**config.mk**
```make
export PLATFORM = sky130hd
export DESIGN_NAME = pc_fetch_unit
export DESIGN_NICKNAME = d
export VERILOG_FILES = /design/src/rtl/core_pkg.sv /design/src/rtl/pc_next_sel.sv /design/src/rtl/pc_fetch_unit.sv
export SDC_FILE = /design/constraint.sdc
export NUM_CORES = 1
export LEC_CHECK = 0
export BUFFER_PORTS_ARGS = -buffer_cell sky130_fd_sc_hd__buf_2
export CORE_UTILIZATION = 50
export CTS_BUF_LIST = sky130_fd_sc_hd__clkbuf_4 sky130_fd_sc_hd__clkbuf_8
export DETAILED_ROUTE_END_ITERATION = 7
export HOLD_SLACK_MARGIN = 0.05
export PLACE_DENSITY_LB_ADDON = 0.08
export SLEW_MARGIN = 20
export SYNTH_ARGS = -nofsm -noshare
export SYNTH_HDL_FRONTEND = slang
export SYNTH_SLANG_ARGS = --single-unit
export TNS_END_PERCENT = 30
```
**constraint.sdc**
```tcl
create_clock -name clk -period 11.28 [get_ports clk]
set_clock_uncertainty 0.1 [all_clocks]
set_input_delay 1.128 -clock clk [delete_from_list [all_inputs] [get_ports clk]]
set_output_delay 1.128 -clock clk [all_outputs]
set_load 0.02 [all_outputs]
```
**src/rtl/core_pkg.sv**
```systemverilog
// Shared types and constants for the fetch front-end: FSM states, default
// datapath width and redirect-source encoding.
package core_pkg;

  localparam int XLEN_DEFAULT = 32;

  typedef enum logic [1:0] {
    ST_BOOT = 2'd0,
    ST_REQ  = 2'd1,
    ST_WAIT = 2'd2,
    ST_KILL = 2'd3
  } fetch_state_e;

  // Which redirect source won arbitration this cycle
  localparam logic [1:0] REDIR_NONE = 2'd0;
  localparam logic [1:0] REDIR_BR   = 2'd1;
  localparam logic [1:0] REDIR_RET  = 2'd2;
  localparam logic [1:0] REDIR_TRAP = 2'd3;

endpackage

```
**src/rtl/pc_next_sel.sv**
```systemverilog
// Redirect arbitration (trap > ret > branch) with alignment masking of the
// winning target and a flag when masking discarded set bits.
module pc_next_sel
  import core_pkg::*;
#(
  parameter int XLEN   = XLEN_DEFAULT,
  parameter int IALIGN = 4
) (
  input  logic            trap_valid_i,
  input  logic [XLEN-1:0] trap_pc_i,
  input  logic            ret_valid_i,
  input  logic [XLEN-1:0] ret_pc_i,
  input  logic            br_valid_i,
  input  logic [XLEN-1:0] br_pc_i,
  output logic [1:0]      src_o,
  output logic [XLEN-1:0] target_o,
  output logic            misalign_o
);

  localparam logic [XLEN-1:0] ALIGN_MASK = XLEN'(IALIGN - 1);

  logic [XLEN-1:0] raw_target;

  always_comb begin
    src_o      = REDIR_NONE;
    raw_target = br_pc_i;
    if (trap_valid_i) begin
      src_o      = REDIR_TRAP;
      raw_target = trap_pc_i;
    end else if (ret_valid_i) begin
      src_o      = REDIR_RET;
      raw_target = ret_pc_i;
    end else if (br_valid_i) begin
      src_o      = REDIR_BR;
      raw_target = br_pc_i;
    end
  end

  assign target_o   = raw_target & ~ALIGN_MASK;
  assign misalign_o = (src_o != REDIR_NONE) && (|(raw_target & ALIGN_MASK));

endmodule

```
**src/rtl/pc_fetch_unit.sv**
```systemverilog
// Fetch PC register, single-outstanding instruction-memory sequencer and
// one-entry output slot; redirects flush the slot and kill in-flight data.
module pc_fetch_unit
  import core_pkg::*;
#(
  parameter int              XLEN          = XLEN_DEFAULT,
  parameter logic [XLEN-1:0] RESET_ADDRESS = '0,
  parameter int              IALIGN        = 4,
  parameter int              PC_STEP       = 4
) (
  input  logic            clk,
  input  logic            rst,
  input  logic            trap_valid,
  input  logic [XLEN-1:0] trap_pc,
  input  logic            ret_valid,
  input  logic [XLEN-1:0] ret_pc,
  input  logic            br_valid,
  input  logic [XLEN-1:0] br_pc,
  output logic            imem_req_valid,
  input  logic            imem_req_ready,
  output logic [XLEN-1:0] imem_req_addr,
  input  logic            imem_rsp_valid,
  input  logic [XLEN-1:0] imem_rsp_data,
  output logic            fetch_valid,
  input  logic            fetch_ready,
  output logic [XLEN-1:0] fetch_pc,
  output logic [XLEN-1:0] fetch_inst,
  output logic            misalign_err,
  output logic [XLEN-1:0] pc_value
);

  fetch_state_e    state_q, state_d;
  logic [XLEN-1:0] pc_q, pc_d;
  logic [XLEN-1:0] req_pc_q, req_pc_d;
  logic            slot_valid_q, slot_valid_d;
  logic [XLEN-1:0] slot_pc_q, slot_pc_d;
  logic [XLEN-1:0] slot_inst_q, slot_inst_d;
  logic            misalign_q;

  logic [1:0]      redir_src;
  logic [XLEN-1:0] redir_target;
  logic            redir_misalign;
  logic            redir;
  logic            req_valid;
  logic            slot_fill;

  pc_next_sel #(
    .XLEN  (XLEN),
    .IALIGN(IALIGN)
  ) u_next_sel (
    .trap_valid_i(trap_valid),
    .trap_pc_i   (trap_pc),
    .ret_valid_i (ret_valid),
    .ret_pc_i    (ret_pc),
    .br_valid_i  (br_valid),
    .br_pc_i     (br_pc),
    .src_o       (redir_src),
    .target_o    (redir_target),
    .misalign_o  (redir_misalign)
  );

  assign redir = (redir_src != REDIR_NONE);

  always_comb begin
    state_d      = state_q;
    pc_d         = pc_q;
    req_pc_d     = req_pc_q;
    slot_valid_d = slot_valid_q;
    slot_pc_d    = slot_pc_q;
    slot_inst_d  = slot_inst_q;
    req_valid    = 1'b0;
    slot_fill    = 1'b0;

    case (state_q)
      ST_BOOT: state_d = ST_REQ;
      ST_REQ: begin
        // Only issue when the slot will be free by the time data returns
        req_valid = !redir && (!slot_valid_q || fetch_ready);
        if (req_valid && imem_req_ready) begin
          req_pc_d = pc_q;
          pc_d     = pc_q + XLEN'(PC_STEP);
          state_d  = ST_WAIT;
        end
      end
      ST_WAIT: begin
        if (imem_rsp_valid) begin
          state_d   = ST_REQ;
          slot_fill = !redir;
        end else if (redir) begin
          state_d = ST_KILL;
        end
      end
      ST_KILL: begin
        if (imem_rsp_valid) state_d = ST_REQ;
      end
      default: state_d = ST_BOOT;
    endcase

    if (redir) begin
      pc_d         = redir_target;
      slot_valid_d = 1'b0;
    end else if (slot_fill) begin
      slot_valid_d = 1'b1;
      slot_pc_d    = req_pc_q;
      slot_inst_d  = imem_rsp_data;
    end else if (fetch_ready && slot_valid_q) begin
      slot_valid_d = 1'b0;
    end
  end

  always_ff @(posedge clk or posedge rst) begin
    if (rst) begin
      state_q      <= ST_BOOT;
      pc_q         <= RESET_ADDRESS;
      req_pc_q     <= '0;
      slot_valid_q <= 1'b0;
      slot_pc_q    <= '0;
      slot_inst_q  <= '0;
      misalign_q   <= 1'b0;
    end else begin
      state_q      <= state_d;
      pc_q         <= pc_d;
      req_pc_q     <= req_pc_d;
      slot_valid_q <= slot_valid_d;
      slot_pc_q    <= slot_pc_d;
      slot_inst_q  <= slot_inst_d;
      misalign_q   <= redir_misalign;
    end
  end

  assign imem_req_valid = req_valid;
  assign imem_req_addr  = pc_q;
  assign fetch_valid    = slot_valid_q;
  assign fetch_pc       = slot_pc_q;
  assign fetch_inst     = slot_inst_q;
  assign misalign_err   = misalign_q;
  assign pc_value       = pc_q;

endmodule

```
==> results.ini, run 1 <==
[synth]
ys_seq_area_share_pct = 50.5
yosysWarnings = 0
syn_inst = 616
synth_cell_types = 53
synth-edff-count = 0
ys_seq_elements = 126
synthFlopType = dfrtp_1
synth_area_um2 = 6240
ys_async_sr_fraction_pct = 100
synth.avg_cell_area_um2 = 10.1

[sta]
rsz0062_at_grt = no
finalWorstSetupSlack_ns = 7.59
max_freq_ghz = 0.271
period_share_pct = 32.7
fin_tns_setup_ns = 0
setup_viol = 0
worst_pin_slew_ns = 1.05
finalMaxSlewViolations = 0
hold_violations = 0
slew_headroom_pct = 30.0
layout_min_cycle_time_ns = 3.69

[setup_path]
reg2reg_depth = 6
worstPathArrival_ns = 2.46
critPathCaptureType = output pin
r2r_slack_ns = 8.60
startpoint_type = primary input
cp.required_ns = 10.05
crit_type = primary input to output pin
cp_max_fo = 61

[power_and_ir_drop]
p_leak_nw = 4.20
finalPower_w = 0.00131
powerDensity_nw_per_um2 = 167
max-vdd-ir-drop_v = 0.0000627

[global_route]
grt_usage_pct = 26.4
grt_pass1_wl_mm = 26.0
antenna_found_initial = 0
grt_pass1_vias = 5136
grt_max_degree = 86
gr-total-overflow = 0

[placement]
portBuffers = 260
gp_congestion = 0.876
dp_hpwl_mm = 12.6
place_ws_ns = 7.58

[cts]
cts_sinks = 126
clk_latency_ns = 0.43
htree_levels = 4
cts_buffer_depth = 2
ctsRootBufferMaster = clkbuf_8
hold_buffers = 0
cts.clk_slew.worst_paths_ns = 0.08
cts_resized = 0
post_cts_buffers = 0
cts_tree = yes
cts_buffers = 17

[detailed_routing]
drt_wl_total_mm = 16.8
drt_iter0_drc = 384
drc = 0
firstDrtPassIters = 5
avgRoutedWirePerCell_um = 16.6
via_count = 5477
via_per_inst = 5.40
postRouteAntennaNets = 0

[min_path]
hold_class = flip-flop to flip-flop
whs_path_depth = 2

[final_layout]
fillers = 1056
synthToLayoutAreaGrowth_pct = 25.3
nets = 974
drive_gt1_share_pct = 43.5
antennaDiodeCount = 0
fin_util_pct = 64.5

[die]
coreArea_um2 = 12100
die_w_um = 114
die-area_um2 = 12900
rows = 40
start_util_pct = 51.5
fp.dieH_um = 114
io_pins = 267

[job]
cap_violations = 0

[run_status]
status = finished clean

## power by group
part	leakage [nW]	switching, W	internal [W]
clock	0.195	0.000179	0.000208
sequential	1.67	0.0000679	0.000537
combinational	2.33	0.000193	0.000121
## final cells by class
cell class | count | area [µm²] | share of cell area (%)
clock buffer | 19 | 262 | 3.35
clock inverter | 12 | 136 | 1.74
inverter | 14 | 55.1 | 0.704
multi-input combinational | 412 | 2670 | 34.2
sequential | 126 | 3150 | 40.3
tap | 168 | 210 | 2.69
timing repair buffer | 263 | 1330 | 17.0
## cells in the final DEF (no fill, tap or decap), drive strengths merged, types with 3 or more instances in the layout
cell,instances
nand3,14
clkinvlp,3
a2bb2oi,5
a22oi,16
mux2,62
a21oi,28
clkbuf,19
inv,16
o21ai,41
and4,3
xnor2,7
nand2,98
and3,9
nor2,25
a31oi,4
ha,4
conb,6
buf,263
dfrtp,126
clkinv,5
nor4,5
o21a,4
nor3,15
o22ai,16
a211oi,5
a311oi,7
## cells in the mapped netlist (2+ instances only)
cell type | count | area, µm²
dfrtp_1 | 126 | 3150
nand2_1 | 98 | 368
mux2_2 | 62 | 698
o21ai_0 | 41 | 205
buf_4 | 36 | 270
clkbuf_1 | 29 | 109
a21oi_1 | 28 | 140
nor2_1 | 25 | 93.8
a22oi_1 | 16 | 120
o22ai_1 | 16 | 100
inv_1 | 14 | 52.6
nor3_1 | 14 | 70.1
nand3_1 | 13 | 65.1
and3_1 | 9 | 56.3
a311oi_1 | 7 | 61.3
xnor2_1 | 7 | 61.3
a211oi_1 | 5 | 37.5
a2bb2oi_1 | 5 | 43.8
a31oi_1 | 4 | 25.0
ha_1 | 4 | 50.1
nor4_1 | 4 | 25.0
o21a_1 | 4 | 30.0
and4_1 | 3 | 26.3
a211o_1 | 2 | 17.5
a221oi_1 | 2 | 17.5
a41oi_1 | 2 | 17.5
and2_1 | 2 | 12.5
buf_1 | 2 | 7.51
buf_2 | 2 | 10.0
mux2i_1 | 2 | 20.0
nand2b_1 | 2 | 12.5
nand4_1 | 2 | 12.5
nor2b_1 | 2 | 12.5
o221a_2 | 2 | 22.5
o221ai_1 | 2 | 17.5
o22a_1 | 2 | 17.5
o32ai_1 | 2 | 17.5
or2_2 | 2 | 12.5
or3_1 | 2 | 12.5
## sequential cells by signal, summed over array words and instances (netlist names)
| signal | cells |
|---|---|
| req_pc_q | 30 |
| fetch_inst | 32 |
| imem_req_addr | 30 |
| misalign_err | 1 |
| fetch_valid | 1 |
| fetch_pc | 30 |
| state_q | 2 |
## path summary, 6_finish.rpt
check,startpoint,to
min in group asynchronous,rst,fetch_inst[29]
max in group asynchronous,rst,fetch_pc[24]
min reg2reg,req_pc_q[30],req_pc_q[30]
max reg2reg,state_q[1],state_q[1]
min,req_pc_q[30],req_pc_q[30]
max,trap_valid,imem_req_valid
## worst max-delay path, stage by stage
cell,delay [ns]
buf_2,0.65
nor3_2,0.05
buf_4,0.26
and3_1,0.19
buf_2,0.15
## metrics by stage
step / hold WS (ns) / area (µm²) / std cells
2_1_floorplan: 0.342 / 6260 / 621
3_3_place_gp: 0.358 / 7410 / 983
3_5_place_dp: 0.360 / 7410 / 983
4_1_cts: 0.379 / 7810 / 1014
5_1_grt: 0.400 / 7820 / 1014
6_report: 0.373 / 7820 / 1014
## kinds of logic after synthesis
kind of cell | synth area share, %
flops | 50.5
compound gates | 15.0
buf+inv | 7.20
other cells | 0.0601
xor+xnor | 1.12
fa+ha+maj | 0.802
simple gates | 13.8
mux | 11.5
## metal layers
layer  track usage [%]  vias up  wire length [µm]
li1                  -     2605                 -
met2              43.1      263              8090
met4              8.60        0               243
met1              35.6     2585              7390
met3              4.99       24              1090
met5                 0        -                 0
Note: power is estimated with default switching activity, not from simulation.
==> inputs of run 2 (changes only) <==
Settings changed: CORE_UTILIZATION 50 to 45.
Clock period 11.28 ns to 3.02 ns, I/O delays scaled along.
==> run 2 against run 1 <==
Via count grew 2.4%; largest power group unchanged; global-route usage barely moved; combinational power increased to 4.0 times the previous value; sequential power rose to 3.7 times the previous value; final cell count is 5.7% higher; cell area is 7.0% higher; clock power grew to 4.2 times the previous value; highest routed layer unchanged; non-clock buffer count increased by 49; sequential cell count stayed put; wire length rose by 9.6%; power rose to 3.9 times the previous value; critical endpoint is now imem_req_addr[29]; setup slack got worse by 7.0 ns.
==> results.ini, run 2 (same netlist as run 1, synthesis figures left out) <==
[run_status]
status = finished clean

[sta]
holdWs_ns = 0.0785
max_freq_ghz = 0.408
slew_headroom_pct = 57.6
finalMaxSlewViolations = 0
layout_min_cycle_time_ns = 2.45
hold_violations = 0
period_share_pct = 81.1
fin_tns_setup_ns = 0
rsz0062_at_grt = no
setup_viol = 0
worst_pin_slew_ns = 0.635

[global_route]
gr-total-overflow = 0
grt_usage_pct = 26.4
antenna_found_initial = 0
grt_pass1_vias = 5511
grt_max_degree = 56
grt_pass1_wl_mm = 29.1

[placement]
postPlaceCellArea_um2 = 7520
gp_congestion = 0.860
dp_hpwl_mm = 13.5
portBuffers = 260

[setup_path]
r2r_end = imem_req_addr[29]
crit_start = imem_req_addr[9]
crit_type = flip-flop to flip-flop
reg2reg_depth = 5
startpoint_type = flip-flop
cp_max_fo = 9
r2r_slack_ns = 0.57
worstReg2RegStart = imem_req_addr[9]
critical_path.endpoint = imem_req_addr[29]
worstPathArrival_ns = 2.67
critPathCaptureType = flip-flop
cp.required_ns = 3.24

[detailed_routing]
drc = 0
drt_iter0_drc = 284
avgRoutedWirePerCell_um = 17.2
firstDrtPassIters = 5
postRouteAntennaNets = 0
drt_wl_total_mm = 18.4
via_count = 5607
via_per_inst = 5.23

[die]
io_pins = 267
start_util_pct = 46.6
die_w_um = 120
rows = 42
coreArea_um2 = 13400
die-area_um2 = 14300
fp.dieH_um = 120

[cts]
cts_sinks = 126
cts_tree = yes
post_cts_buffers = 0
htree_levels = 4
cts_resized = 0
ctsRootBufferMaster = clkbuf_8
clk_latency_ns = 0.43
cts.clk_slew.worst_paths_ns = 0.08
cts_buffer_depth = 2
cts_buffers = 17

[power_and_ir_drop]
power_frac_clock_pct = 31.7
max-vdd-ir-drop_v = 0.000257
swShare_pct = 33.1
finalPower_w = 0.00512
p_int_w = 0.00343
p_leak_nw = 4.44
seqPwrFrac_pct = 44.0
switching_power_w = 0.00170
p_comb_share_pct = 24.3
powerDensity_nw_per_um2 = 613

[min_path]
hold_class = primary input to flip-flop

[final_layout]
synthToLayoutAreaGrowth_pct = 34.1
final_common_cell = buf_2
nets = 1023
antennaDiodeCount = 0
final_area_um2 = 8360
fillers = 1122
drive_gt1_share_pct = 42.1
largest_reg_flops = 32
mostFrequentLayoutCells = 260 x buf_2, 126 x dfrtp_1, 98 x nand2_1, 62 x mux2_2, 41 x o21ai_0

[job]
cap_violations = 0

run 2: routing by layer:
metal | share of wire, % | track usage (%) | vias up | wire (µm)
li1 | - | - | 2703 | -
met1 | 43 | 34.5 | 2638 | 7970
met2 | 49 | 44.0 | 238 | 8990
met3 | 6.4 | 5.09 | 28 | 1170
met4 | 1.6 | 8.75 | 0 | 295
met5 | 0 | 0 | - | 0
run 2: worst min path at each step:
| stage | slack [ns] | cells past startpoint | start | to |
|---|---|---|---|---|
| detailed placement | 0.18 | 2 | rst | fetch_inst[29] |
| floorplan | 0.33 | 2 | trap_pc[3] | imem_req_addr[3] |
| CTS | 0.06 | 3 | trap_pc[23] | imem_req_addr[23] |
| finish | 0.08 | 3 | trap_pc[22] | imem_req_addr[22] |
| global route | 0.09 | 3 | trap_pc[1] | misalign_err |
| global placement | 0.17 | 2 | rst | fetch_inst[29] |
run 2: cell type report:
| cell class | count | area [µm²] | area share, % |
|---|---|---|---|
| clock buffer | 18 | 241 | 2.89 |
| clock inverter | 14 | 206 | 2.47 |
| inverter | 14 | 56.3 | 0.673 |
| multi-input combinational | 412 | 2670 | 31.9 |
| sequential | 126 | 3150 | 37.7 |
| tap | 176 | 220 | 2.63 |
| timing repair buffer | 312 | 1820 | 21.7 |
run 2: worst max-delay path: stages (launching register included):
cell	delay (ns)
dfrtp_1	0.55
nand3_2	0.20
or4_1	0.69
nor2_1	0.36
a311oi_1	0.15
a311oi_1	0.28
run 2: through the flow:
| stage | std cells | setup slack, ns | utilization (%) |
|---|---|---|---|
| 6_report | 1072 | 0.570 | 62.4 |
| 5_1_grt | 1072 | 0.384 | 62.4 |
| 4_1_cts | 1072 | 0.555 | 62.4 |
| 3_5_place_dp | 1000 | 0.580 | 56.1 |
| 3_3_place_gp | 1000 | 0.694 | 56.1 |
| 2_1_floorplan | 621 | 0.788 | - |
run 2: power groups by stage:
stage / Sequential [W] / Combinational (W) / Clock (W)
6_report: 0.00226 / 0.00124 / 0.00162
5_1_grt: 0.00230 / 0.00137 / 0.00175
4_1_cts: 0.00226 / 0.00125 / 0.00167
3_5_place_dp: 0.00229 / 0.00121 / 0
3_3_place_gp: 0.00227 / 0.00118 / 0
2_1_floorplan: 0.00239 / 0.000663 / 0
run 2: timing repair:
action                     4_1_cts  5_1_grt
hold endpoints to repair        51        0
setup endpoints to repair        0        0
hold buffers                    40        0
==> inputs of run 3 (changes only) <==
Settings changed: ABC_AREA set to 1, CORE_UTILIZATION 45 to 46.
Clock period 3.02 ns to 2.2 ns, I/O delays scaled along.
==> run 3 against run 2 <==
Maximum frequency grew 23%; critical path depth rose by 4; sequential power is 60% higher; highest routed layer unchanged; clock-buffer cell count increased by 4; cell area increased by 6.7%; power grew 76%; critical endpoint is now imem_req_addr[23]; utilization is 0.91 points higher; wire length grew 6.8%; setup slack got worse by 0.36 ns; largest cell class unchanged; first-iteration DRC count increased by 17%; synthesized cell count grew 31%; hold slack improved by 0.0046 ns.
==> results.ini, run 3 <==
[power_and_ir_drop]
seqPwrFrac_pct = 39.9
max-vdd-ir-drop_v = 0.000417
powerDensity_nw_per_um2 = 1010
swShare_pct = 35.8
p_int_w = 0.00580
power_frac_clock_pct = 27.3
p_leak_nw = 4.74
switching_power_w = 0.00324
p_comb_share_pct = 32.9

[die]
die_w_um = 123
coreArea_um2 = 14100
io_pins = 267
start_util_pct = 47.9
fp.dieH_um = 123
die-area_um2 = 15200
rows = 43

[run_status]
status = finished clean

[cts]
cts_buffer_depth = 2
clk_latency_ns = 0.45
htree_levels = 4
cts_sinks = 126
cts.clk_slew.worst_paths_ns = 0.07
cts_tree = yes
cts_buffers = 17
post_cts_buffers = 0
ctsRootBufferMaster = clkbuf_8

[synth]
synth_area_um2 = 6760
yosysTopAreaCell = dfrtp_1
synth.avg_cell_area_um2 = 8.37
ys_seq_elements = 126
synth_cell_types = 40
ys_seq_area_share_pct = 46.7
synth_top_area_share_pct = 46.7
synth_area_leaders = dfrtp_1 47%, nand2_1 11%, mux2_2 7.8%
syn_inst = 807
yosysWarnings = 0
synth.most_common_cell = nand2_1
synthFlopType = dfrtp_1
synth_common_cells = 205 x nand2_1, 126 x dfrtp_1, 78 x nor2_1, 73 x o21ai_0, 59 x inv_1
ys_async_sr_fraction_pct = 100
synth-edff-count = 0

[final_layout]
final_common_cell = buf_2
mostFrequentLayoutCells = 260 x buf_2, 205 x nand2_1, 126 x dfrtp_1, 78 x nor2_1, 73 x o21ai_0
largest_reg_flops = 32
nets = 1214
synthToLayoutAreaGrowth_pct = 32.1
drive_gt1_share_pct = 34.3
antennaDiodeCount = 0
fin_util_pct = 63.3

[setup_path]
cp.required_ns = 2.45
cpMostUsedCell = nand2_1
worstPathArrival_ns = 2.23
startpoint_type = flip-flop
max_stage_delay_ns = 0.58
critPathCaptureType = flip-flop
critPathSlowestCell = dfrtp_1
cp_max_fo = 7
crit_start = imem_req_addr[11]
path_cells = nand2_1, nor2_1, nand2_1, nor2_1, nand2_1, xor2_1, nand2_1, nand2_1, inv_1
crit_type = flip-flop to flip-flop
worstReg2RegStart = imem_req_addr[11]

[detailed_routing]
avgRoutedWirePerCell_um = 15.5
firstDrtPassIters = 5
drc = 0
via_per_inst = 4.93
drt_wl_total_mm = 19.7
drt_iter0_drc = 333
postRouteAntennaNets = 0
via_count = 6252

[sta]
layout_min_cycle_time_ns = 1.99
slew_headroom_pct = 65.8
max_freq_ghz = 0.504
setup_viol = 0
rsz0062_at_grt = no
finalMaxSlewViolations = 0
holdWs_ns = 0.0831
period_share_pct = 90.2
worst_pin_slew_ns = 0.512
fin_tns_setup_ns = 0
hold_violations = 0

[job]
cap_violations = 0

[global_route]
grt_usage_pct = 26.4
grt_max_degree = 74
grt_pass1_wl_mm = 29.9
gr-total-overflow = 0
grt_pass1_vias = 5909
antenna_found_initial = 0

[placement]
portBuffers = 260
dp_hpwl_mm = 14.4
gp_congestion = 0.873

[min_path]
hold_start = br_pc[29]
hold_class = primary input to flip-flop

==> run 3: cell count changes after synthesis, moves of 14 or more <==
cell,before,now
mux2_2,62,47
a21oi_1,28,44
o21ai_0,41,73
o22ai_1,16,0
nand3_1,13,27
nand2_1,98,205
inv_1,14,59
nor2_1,25,78
==> run 3: per-layer routing <==
layer	GRT usage, %	wire length [µm]	vias up
met5	0	0	-
met4	7.76	285	0
met3	6.78	1590	22
met2	44.5	9520	277
met1	33.4	8290	2834
li1	-	-	3119
==> run 3: final cells by class <==
cell class	instances	area, µm²
inverter	61	235
sequential	126	3150
clock inverter	10	209
multi-input combinational	551	2930
timing repair buffer	317	1890
tap	180	225
clock buffer	22	284
fill	1300	5170
==> run 3: logic make-up (layout without fill, tap and decap cells) <==
group | Yosys count | after routing | synth area share, %
AND/OR/NAND/NOR | 330 | 330 | 20.2
XOR/XNOR | 10 | 10 | 1.30
AO/OA/AOI/OAI | 153 | 153 | 12.6
buffers and inverters | 135 | 410 | 10.4
other | 1 | 6 | 0.0555
multiplexers | 48 | 48 | 8.06
adder cells (fa/ha/maj) | 4 | 4 | 0.741
flip-flops | 126 | 126 | 46.7
==> run 3: what timing repair did <==
item	CTS	global route
hold buffers	41	0
gates resized for setup	0	0
hold endpoints to repair	92	0
==> run 3: worst paths after layout <==
path                       slack, ns                end  cells past startpoint
min reg2reg                     0.38       fetch_pc[18]                      2
max in group asynchronous       1.05  imem_req_addr[27]                      4
min                             0.08  imem_req_addr[29]                      5
max                             0.21  imem_req_addr[23]                      9
min in group asynchronous       0.25       fetch_pc[12]                      3
max reg2reg                     0.21  imem_req_addr[23]                      9
==> run 3: worst max-delay path: cells and delay by family (launching register included) <==
| family | cells | cell delay (ns) |
|---|---|---|
| XOR/XNOR | 1 | 0.16 |
| buffers and inverters | 1 | 0.03 |
| flip-flops | 1 | 0.58 |
| AND/OR/NAND/NOR | 7 | 1.01 |
==> run 3: power by group through the flow <==
stage | combinational [W] | clock, W | sequential, W
3_5_place_dp | 0.00292 | 0 | 0.00365
2_1_floorplan | 0.00136 | 0 | 0.00417
5_1_grt | 0.00328 | 0.00261 | 0.00371
4_1_cts | 0.00299 | 0.00251 | 0.00361
6_report | 0.00297 | 0.00247 | 0.00361
3_3_place_gp | 0.00289 | 0 | 0.00361
==> run 3: per-stage QoR <==
step                      cells  power [W]  cell area [µm²]  worst slack [ns]
after floorplan             812    0.00553             6780             0.327
after global placement     1194    0.00650             8020             0.283
after detailed placement   1194    0.00657             8020             0.238
after CTS                  1267    0.00911             8930             0.223
after global routing       1267    0.00959             8930            0.0936
final                      1267    0.00904             8930             0.215
